<file path="config.mk">
export PLATFORM = sky130hd
export DESIGN_NAME = traffic_safety_monitor
export DESIGN_NICKNAME = d
export VERILOG_FILES = /design/src/rtl/traffic_safety_monitor_pkg.sv /design/src/rtl/traffic_safety_monitor_light_dir_checker.sv /design/src/rtl/traffic_safety_monitor.sv
export SDC_FILE = /design/constraint.sdc
export NUM_CORES = 1
export LEC_CHECK = 0
export CAP_MARGIN = 20
export CORE_MARGIN = 5
export CORE_UTILIZATION = 50
export CTS_CLUSTER_DIAMETER = 40
export DETAILED_ROUTE_END_ITERATION = 8
export GPL_ROUTABILITY_DRIVEN = 0
export HOLD_SLACK_MARGIN = 0.1
export PLACE_DENSITY = 0.82
export RECOVER_POWER = 25
export SLEW_MARGIN = 30
export SYNTH_ARGS = -nofsm -noshare
export SYNTH_HDL_FRONTEND = slang
export SYNTH_SLANG_ARGS = --single-unit
</file>
<file path="constraint.sdc">
create_clock -name clk -period 8.3 [get_ports clk]
set_clock_uncertainty 0.15 [all_clocks]
set_input_delay 2.49 -clock clk [delete_from_list [all_inputs] [get_ports clk]]
set_output_delay 2.49 -clock clk [all_outputs]
set_load 0.005 [all_outputs]
</file>
<file path="src/rtl/traffic_safety_monitor_pkg.sv">
// Shared constants for the traffic safety monitor: light codes, fault codes,
// FSM state encodings, direction indices and small decode helpers.
package traffic_safety_monitor_pkg;

  localparam int NUM_DIR = 4;
  localparam int LW      = 3;

  localparam logic [LW-1:0] LIGHT_RED    = 3'b000;
  localparam logic [LW-1:0] LIGHT_GREEN  = 3'b001;
  localparam logic [LW-1:0] LIGHT_YELLOW = 3'b010;

  localparam logic [2:0] FC_NONE     = 3'd0;
  localparam logic [2:0] FC_ILLEGAL  = 3'd1;
  localparam logic [2:0] FC_CONFLICT = 3'd2;
  localparam logic [2:0] FC_TRANS    = 3'd3;
  localparam logic [2:0] FC_YSHORT   = 3'd4;
  localparam logic [2:0] FC_YLONG    = 3'd5;
  localparam logic [2:0] FC_GLONG    = 3'd6;

  localparam logic [1:0] ST_ARM     = 2'd0;
  localparam logic [1:0] ST_MONITOR = 2'd1;
  localparam logic [1:0] ST_FAULT   = 2'd2;
  localparam logic [1:0] ST_HOLD    = 2'd3;

  localparam logic [1:0] DIR_N = 2'd0;
  localparam logic [1:0] DIR_S = 2'd1;
  localparam logic [1:0] DIR_E = 2'd2;
  localparam logic [1:0] DIR_W = 2'd3;

  // Per-direction violation flags, ordered by fault-code priority.
  typedef struct packed {
    logic illegal;
    logic trans;
    logic yshort;
    logic ylong;
    logic glong;
  } dir_viol_t;

  function automatic logic is_legal(input logic [LW-1:0] c);
    return (c == LIGHT_RED) || (c == LIGHT_GREEN) || (c == LIGHT_YELLOW);
  endfunction

  // Allowed: R->R, R->G, G->G, G->Y, Y->Y, Y->R.
  function automatic logic legal_trans(input logic [LW-1:0] p, input logic [LW-1:0] c);
    logic ok;
    ok = 1'b0;
    case (p)
      LIGHT_RED:    ok = (c == LIGHT_RED)    || (c == LIGHT_GREEN);
      LIGHT_GREEN:  ok = (c == LIGHT_GREEN)  || (c == LIGHT_YELLOW);
      LIGHT_YELLOW: ok = (c == LIGHT_YELLOW) || (c == LIGHT_RED);
      default:      ok = 1'b0;
    endcase
    return ok;
  endfunction

  // Lowest set index wins (N before S before E before W).
  function automatic logic [1:0] first_dir(input logic [NUM_DIR-1:0] m);
    logic [1:0] idx;
    idx = 2'd0;
    for (int i = NUM_DIR - 1; i >= 0; i--) begin
      if (m[i]) idx = 2'(i);
    end
    return idx;
  endfunction

endpackage

</file>
<file path="src/rtl/traffic_safety_monitor_light_dir_checker.sv">
// One direction's history (previous code, dwell counter) and the checks that
// depend on it. History always tracks the input; the top decides when the
// violation flags matter.
module light_dir_checker
  import traffic_safety_monitor_pkg::*;
#(
  parameter int CW      = 8,
  parameter int YEL_MIN = 2,
  parameter int YEL_MAX = 8,
  parameter int GRN_MAX = 16
) (
  input  logic          clk,
  input  logic          rst_a,
  input  logic [LW-1:0] cur,
  output dir_viol_t     viol
);

  localparam logic [CW-1:0] DWELL_SAT = '1;

  logic [LW-1:0] prev_q, prev_d;
  logic [CW-1:0] dwell_q, dwell_d;

  // Reload dwell on a code change, otherwise count up and stick at saturation.
  always_comb begin
    prev_d = cur;
    if (cur != prev_q)            dwell_d = CW'(1);
    else if (dwell_q == DWELL_SAT) dwell_d = dwell_q;
    else                           dwell_d = dwell_q + CW'(1);
  end

  // Checks look at the counter before it reloads.
  always_comb begin
    viol         = '0;
    viol.illegal = !is_legal(cur);
    viol.trans   = is_legal(cur) && !legal_trans(prev_q, cur);
    viol.yshort  = (prev_q == LIGHT_YELLOW) && (cur != LIGHT_YELLOW) && (dwell_q < CW'(YEL_MIN));
    viol.ylong   = (prev_q == LIGHT_YELLOW) && (cur == LIGHT_YELLOW) && (dwell_q >= CW'(YEL_MAX));
    viol.glong   = (prev_q == LIGHT_GREEN)  && (cur == LIGHT_GREEN)  && (dwell_q >= CW'(GRN_MAX));
  end

  // History registers.
  always_ff @(posedge clk or negedge rst_a) begin
    if (!rst_a) begin
      prev_q  <= LIGHT_RED;
      dwell_q <= '0;
    end else begin
      prev_q  <= prev_d;
      dwell_q <= dwell_d;
    end
  end

endmodule

</file>
<file path="src/rtl/traffic_safety_monitor.sv">
// Safety stage between traffic_control and the lamp drivers: per-direction
// checkers, conflict detection, fault priority encoding, FSM and lamp/status
// registers. Legal codes reach the lamps one cycle late; any violation forces
// all-red until an operator clear and a hold period.
module traffic_safety_monitor
  import traffic_safety_monitor_pkg::*;
#(
  parameter int CW          = 8,
  parameter int YEL_MIN     = 2,
  parameter int YEL_MAX     = 8,
  parameter int GRN_MAX     = 16,
  parameter int ARM_CYCLES  = 2,
  parameter int HOLD_CYCLES = 8
) (
  input  logic       clk,
  input  logic       rst_a,
  input  logic [2:0] n_light,
  input  logic [2:0] s_light,
  input  logic [2:0] e_light,
  input  logic [2:0] w_light,
  input  logic       fault_clr,
  output logic [2:0] n_lamp,
  output logic [2:0] s_lamp,
  output logic [2:0] e_lamp,
  output logic [2:0] w_lamp,
  output logic       fault,
  output logic       safe_mode,
  output logic [2:0] fault_code,
  output logic [1:0] fault_dir,
  output logic [7:0] fault_cnt
);

  logic [NUM_DIR-1:0][LW-1:0] light;
  dir_viol_t [NUM_DIR-1:0]    viol;

  assign light = {w_light, e_light, s_light, n_light};

  for (genvar g = 0; g < NUM_DIR; g++) begin : g_dir
    light_dir_checker #(
      .CW(CW), .YEL_MIN(YEL_MIN), .YEL_MAX(YEL_MAX), .GRN_MAX(GRN_MAX)
    ) u_chk (
      .clk  (clk),
      .rst_a(rst_a),
      .cur  (light[g]),
      .viol (viol[g])
    );
  end

  logic [NUM_DIR-1:0] nonred, m_ill, m_conf, m_trans, m_ysh, m_ylg, m_glg;
  logic               viol_any;
  logic [2:0]         vcode;
  logic [1:0]         vdir;

  // Gather per-kind masks and pick the lowest fault code, then lowest direction.
  always_comb begin
    for (int i = 0; i < NUM_DIR; i++) begin
      nonred[i]  = (light[i] != LIGHT_RED);
      m_ill[i]   = viol[i].illegal;
      m_trans[i] = viol[i].trans;
      m_ysh[i]   = viol[i].yshort;
      m_ylg[i]   = viol[i].ylong;
      m_glg[i]   = viol[i].glong;
    end
    m_conf   = ($countones(nonred) > 1) ? nonred : '0;
    viol_any = |{m_ill, m_conf, m_trans, m_ysh, m_ylg, m_glg};
    vcode    = FC_NONE;
    vdir     = DIR_N;
    if (|m_ill)        begin vcode = FC_ILLEGAL;  vdir = first_dir(m_ill);   end
    else if (|m_conf)  begin vcode = FC_CONFLICT; vdir = first_dir(m_conf);  end
    else if (|m_trans) begin vcode = FC_TRANS;    vdir = first_dir(m_trans); end
    else if (|m_ysh)   begin vcode = FC_YSHORT;   vdir = first_dir(m_ysh);   end
    else if (|m_ylg)   begin vcode = FC_YLONG;    vdir = first_dir(m_ylg);   end
    else if (|m_glg)   begin vcode = FC_GLONG;    vdir = first_dir(m_glg);   end
  end

  logic [1:0]                 state_q, state_d;
  logic [7:0]                 cnt_q, cnt_d;
  logic [NUM_DIR-1:0][LW-1:0] lamp_q, lamp_d;
  logic                       fault_q, fault_d, safe_q, safe_d, clr_prev_q, clr_prev_d;
  logic [2:0]                 code_q, code_d;
  logic [1:0]                 dir_q, dir_d;
  logic [7:0]                 fcnt_q, fcnt_d;
  logic                       clr_rise;

  // A held fault_clr only counts once: require a low-to-high step.
  assign clr_rise = fault_clr && !clr_prev_q;

  // FSM next state, lamp drive and status registers.
  always_comb begin
    state_d    = state_q;
    cnt_d      = cnt_q;
    lamp_d     = '0;
    fault_d    = 1'b0;
    safe_d     = 1'b0;
    code_d     = code_q;
    dir_d      = dir_q;
    fcnt_d     = fcnt_q;
    clr_prev_d = fault_clr;
    case (state_q)
      ST_ARM: begin
        if (cnt_q == 8'(ARM_CYCLES - 1)) begin
          state_d = ST_MONITOR;
          cnt_d   = '0;
        end else begin
          cnt_d = cnt_q + 8'd1;
        end
      end
      ST_MONITOR: begin
        if (viol_any) begin
          state_d = ST_FAULT;
          fault_d = 1'b1;
          safe_d  = 1'b1;
          code_d  = vcode;
          dir_d   = vdir;
          fcnt_d  = (fcnt_q == 8'hFF) ? fcnt_q : fcnt_q + 8'd1;
        end else begin
          lamp_d = light;
        end
      end
      ST_FAULT: begin
        safe_d = 1'b1;
        if (clr_rise) begin
          state_d = ST_HOLD;
          cnt_d   = '0;
        end else begin
          fault_d = 1'b1;
        end
      end
      default: begin
        if (cnt_q == 8'(HOLD_CYCLES - 1)) begin
          state_d = ST_ARM;
          cnt_d   = '0;
          code_d  = FC_NONE;
          dir_d   = DIR_N;
        end else begin
          safe_d = 1'b1;
          cnt_d  = cnt_q + 8'd1;
        end
      end
    endcase
  end

  // State and output registers.
  always_ff @(posedge clk or negedge rst_a) begin
    if (!rst_a) begin
      state_q    <= ST_ARM;
      cnt_q      <= '0;
      lamp_q     <= '0;
      fault_q    <= 1'b0;
      safe_q     <= 1'b0;
      code_q     <= FC_NONE;
      dir_q      <= DIR_N;
      fcnt_q     <= '0;
      clr_prev_q <= 1'b0;
    end else begin
      state_q    <= state_d;
      cnt_q      <= cnt_d;
      lamp_q     <= lamp_d;
      fault_q    <= fault_d;
      safe_q     <= safe_d;
      code_q     <= code_d;
      dir_q      <= dir_d;
      fcnt_q     <= fcnt_d;
      clr_prev_q <= clr_prev_d;
    end
  end

  assign n_lamp     = lamp_q[DIR_N];
  assign s_lamp     = lamp_q[DIR_S];
  assign e_lamp     = lamp_q[DIR_E];
  assign w_lamp     = lamp_q[DIR_W];
  assign fault      = fault_q;
  assign safe_mode  = safe_q;
  assign fault_code = code_q;
  assign fault_dir  = dir_q;
  assign fault_cnt  = fcnt_q;

endmodule
</file>
==> metrics.csv <==
stage,metric,value,unit
worst_setup_path,r2r-start,g_dir[0].u_chk.dwell_q[4]$_DFFE_PN0P_,
yosys,synthTopCellsByArea,"dfrtp_1 44%, nor2_1 5.1%, ha_1 3.7%",
worst_setup_path,cpMaxStageDelayCell,a21boi_1,
worst_setup_path,path_cells,"clkdlybuf4s50_1, or3_1, fa_1, a21oi_1, o32ai_2, nor4_4, a21boi_1, nand4_2, mux2_1",
yosys,netlist.area_leader.share,43.7,%
worst_setup_path,required,8.39,ns
yosys,ys_seq_elements,82,
global_routing,antenna_found_initial,0,
global_routing,grt_max_degree,83,
yosys,synth_area_per_cell,9.81,sq um
worst_setup_path,critical_path_class,primary input to flip-flop,
worst_setup_path,worstPathArrival,5.94,ns
cells_and_area,nFillCells,785,
sta,tightest_slew,0.883,ns
power,vdd.ir_drop.worst,77.6,uV
sta,maxSlewViolCount,0,
floorplanning,io_pins,42,
worst_setup_path,r2r_slack,5.11,ns
placed_design,io_buffers,41,
clock_tree,cts_max_path_buffers,2,
worst_setup_path,r2r_cells,7,
worst_setup_path,endpoint_kind,flip-flop,
cells_and_area,seq_area,0.00205,sq mm
clock_tree,post-cts-setup-buffers,0,
worst_setup_path,cp_max_fo,11,
placed_design,dpl.hpwl,7020,um
sta,postLayoutSetupSlackWorst,2.45,ns
floorplanning,rows,35,
global_routing,grt_use_total,18.1,%
worst_setup_path,worstSetupStartpointType,primary input,
yosys,postSynthCellCount,479,
floorplanning,die_area,0.0114,sq mm
clock_tree,cts_tree,yes,
floorplanning,die_w,107,um
floorplanning,core_area,0.00920,sq mm
yosys,post-synth-top-area-cell,dfrtp_1,
yosys,ys.flop_type,dfrtp_1,
yosys,yosysMostFrequentCell,dfrtp_1,
sta,min_period,5.85,ns
routing,drt_iter0_markers,247,
sta,rsz0062_at_grt,no,
yosys,yosys_warnings,0,
floorplanning,start_util,51.1,%
yosys,ys_types,73,
global_routing,grt-ovfl-total,0,
power,leakage,0.00229,uW
worst_setup_path,slowest_delay,0.72,ns
routing,drc,0,
clock_tree,clock_latency,0.35,ns
sta,clock.fmax,171,MHz
routing,routed_wl,9600,um
worst_setup_path,rr_endpoint,fault_cnt[7]$_DFFE_PN0P_,
run,drv_cap,0,
clock_tree,clockRootBuffer,clkbuf_8,
hold_path,min-delay-path-class,flip-flop to flip-flop,
yosys,ys_seq_area_share,43.7,%
run_status,outcome,completed,
hold_path,min_from,fault_cnt[3]$_DFFE_PN0P_,
yosys,syn_area,0.00470,sq mm
yosys,synth-edff-count,0,
cells_and_area,multi_input_area,0.00243,sq mm
routing,via_count,3695,
cells_and_area,diodes,0,
clock_tree,cts_buffers,9,
floorplanning,dieHeight,107,um
sta,setup_violations,0,
routing,ant_nets,0,
clock_tree,clock-sinks,82,
cells_and_area,nets,552,
sta,setup_tns,0,ns
clock_tree,cts_max_level,3,
cells_and_area,fin_util,57.9,%
yosys,netlist_top_cells_count,"82 x dfrtp_1, 64 x nor2_1, 27 x a21oi_1",
cells_and_area,area_growth,13.3,%
hold_path,min_path_cells,1,
sta,slew_headroom,39.6,%
sta,finalCritPeriodShare,70.5,%
hold_path,hold_end,fault_cnt[3]$_DFFE_PN0P_,
cells_and_area,drive_above_1_share,9.68,%
global_routing,grt_pass1_wl,16800,um
clock_tree,postCtsHoldBufs,0,
yosys,async_flop_share,100,%
sta,finalHoldViolCount,0,
placed_design,place_ws,2.11,ns
clock_tree,cts_resized,0,
global_routing,grt_pass1_vias,3597,
routing,wl_per_cell,15.0,um
routing,first_pass_iters,5,
routing,viasPerCell,5.79,
power,power_density,145,mW/mm^2
clock_tree,clkTransAtPathRegs,0.08,ns
[routing by layer]
layer,GRT usage [%],up-vias,wire length (um)
li1,-,1799,-
met1,23.9,1776,4290
met2,29.6,101,4700
met3,3.37,19,423
met4,6.48,0,187
met5,0,-,0
[sequential cells by signal, indices dropped and copies added (netlist names)]
name,count
clr_prev_q,1
g_dir.u_chk.dwell_q,32
state_q,2
fault_dir,2
e_lamp,3
g_dir.u_chk.prev_q,12
fault,1
fault_cnt,8
n_lamp,3
safe_mode,1
cnt_q,8
s_lamp,3
fault_code,3
w_lamp,3
[per-stage QoR]
stage	power, uW	hold WS, ns	cells	area (sq um)
CTS	782	0.348	638	5320
detailed placement	494	0.335	622	5130
finish	770	0.344	638	5320
global placement	491	0.332	622	5120
global route	813	0.373	638	5320
floorplan	470	0.330	482	4710
[cell type report]
cell class                      instances  area share (%)
Clock buffer                           10            2.40
Sequential cell                        82            38.5
Inverter                               25            1.76
Clock inverter                          6            1.27
Multi-Input combinational cell        363            45.7
Tap cell                              111            2.61
Timing Repair Buffer                   41            7.73
[worst max-delay path, delay by kind of cell]
family	cells	cell delay (ns)
and+or+nand+nor	3	0.82
buffers and inverters	1	0.60
AOI/OAI and AO/OA	3	1.08
adders and majority gates	1	0.60
muxes	1	0.35
[cell families (layout without fill, tap and decap cells)]
family	Yosys count	in the layout	share of synthesized area (%)
DFF	82	82	43.7
muxes	9	9	2.10
buffers and inverters	37	82	4.82
xor gates and xnor gates	31	31	5.78
and+or+nand+nor	221	221	27.1
other	1	4	0.0798
adders and majority gates	15	15	4.15
AOI/OAI and AO/OA	83	83	12.3
[power breakdown]
part / switching (uW) / total [uW] / internal, uW
sequential: 8.13 / 415 / 406
clock: 144 / 283 / 140
combinational: 43.7 / 72.5 / 28.7
total: 196 / 770 / 575
[placed cells by master (no fill, tap or decap), types with 4 or more instances in the layout]
cell type        instances
nand2_1                 24
nor2b_1                  4
ha_1                    14
and2_1                   4
and4_1                   7
mux2i_1                  5
a21oi_1                 27
xnor2_1                 18
dfrtp_1                 82
clkbuf_8                 9
nand4_1                 12
a21o_2                   5
and3_1                   9
nand2b_1                10
xor2_1                  13
nor3b_1                  5
clkdlybuf4s50_1         39
nand3_1                 25
conb_1                   4
o21ai_0                 19
inv_1                   25
nor3_1                  16
nor2_1                  64
[worst max-delay path by stage]
stage / startpoint / to / slack, ns / depth (start not counted)
3_5_place_dp: n_light[1] / fault_cnt[7]$_DFFE_PN0P_ / 2.11 / 9
3_3_place_gp: n_light[0] / fault_cnt[7]$_DFFE_PN0P_ / 2.26 / 9
5_1_grt: n_light[0] / fault_cnt[7]$_DFFE_PN0P_ / 2.28 / 9
6_report: n_light[1] / fault_cnt[7]$_DFFE_PN0P_ / 2.45 / 9
4_1_cts: n_light[1] / fault_cnt[7]$_DFFE_PN0P_ / 2.51 / 9
2_1_floorplan: n_light[1] / fault_cnt[7]$_DFFE_PN0P_ / 2.96 / 10
No activity file was read; power rests on OpenSTA's default activity.
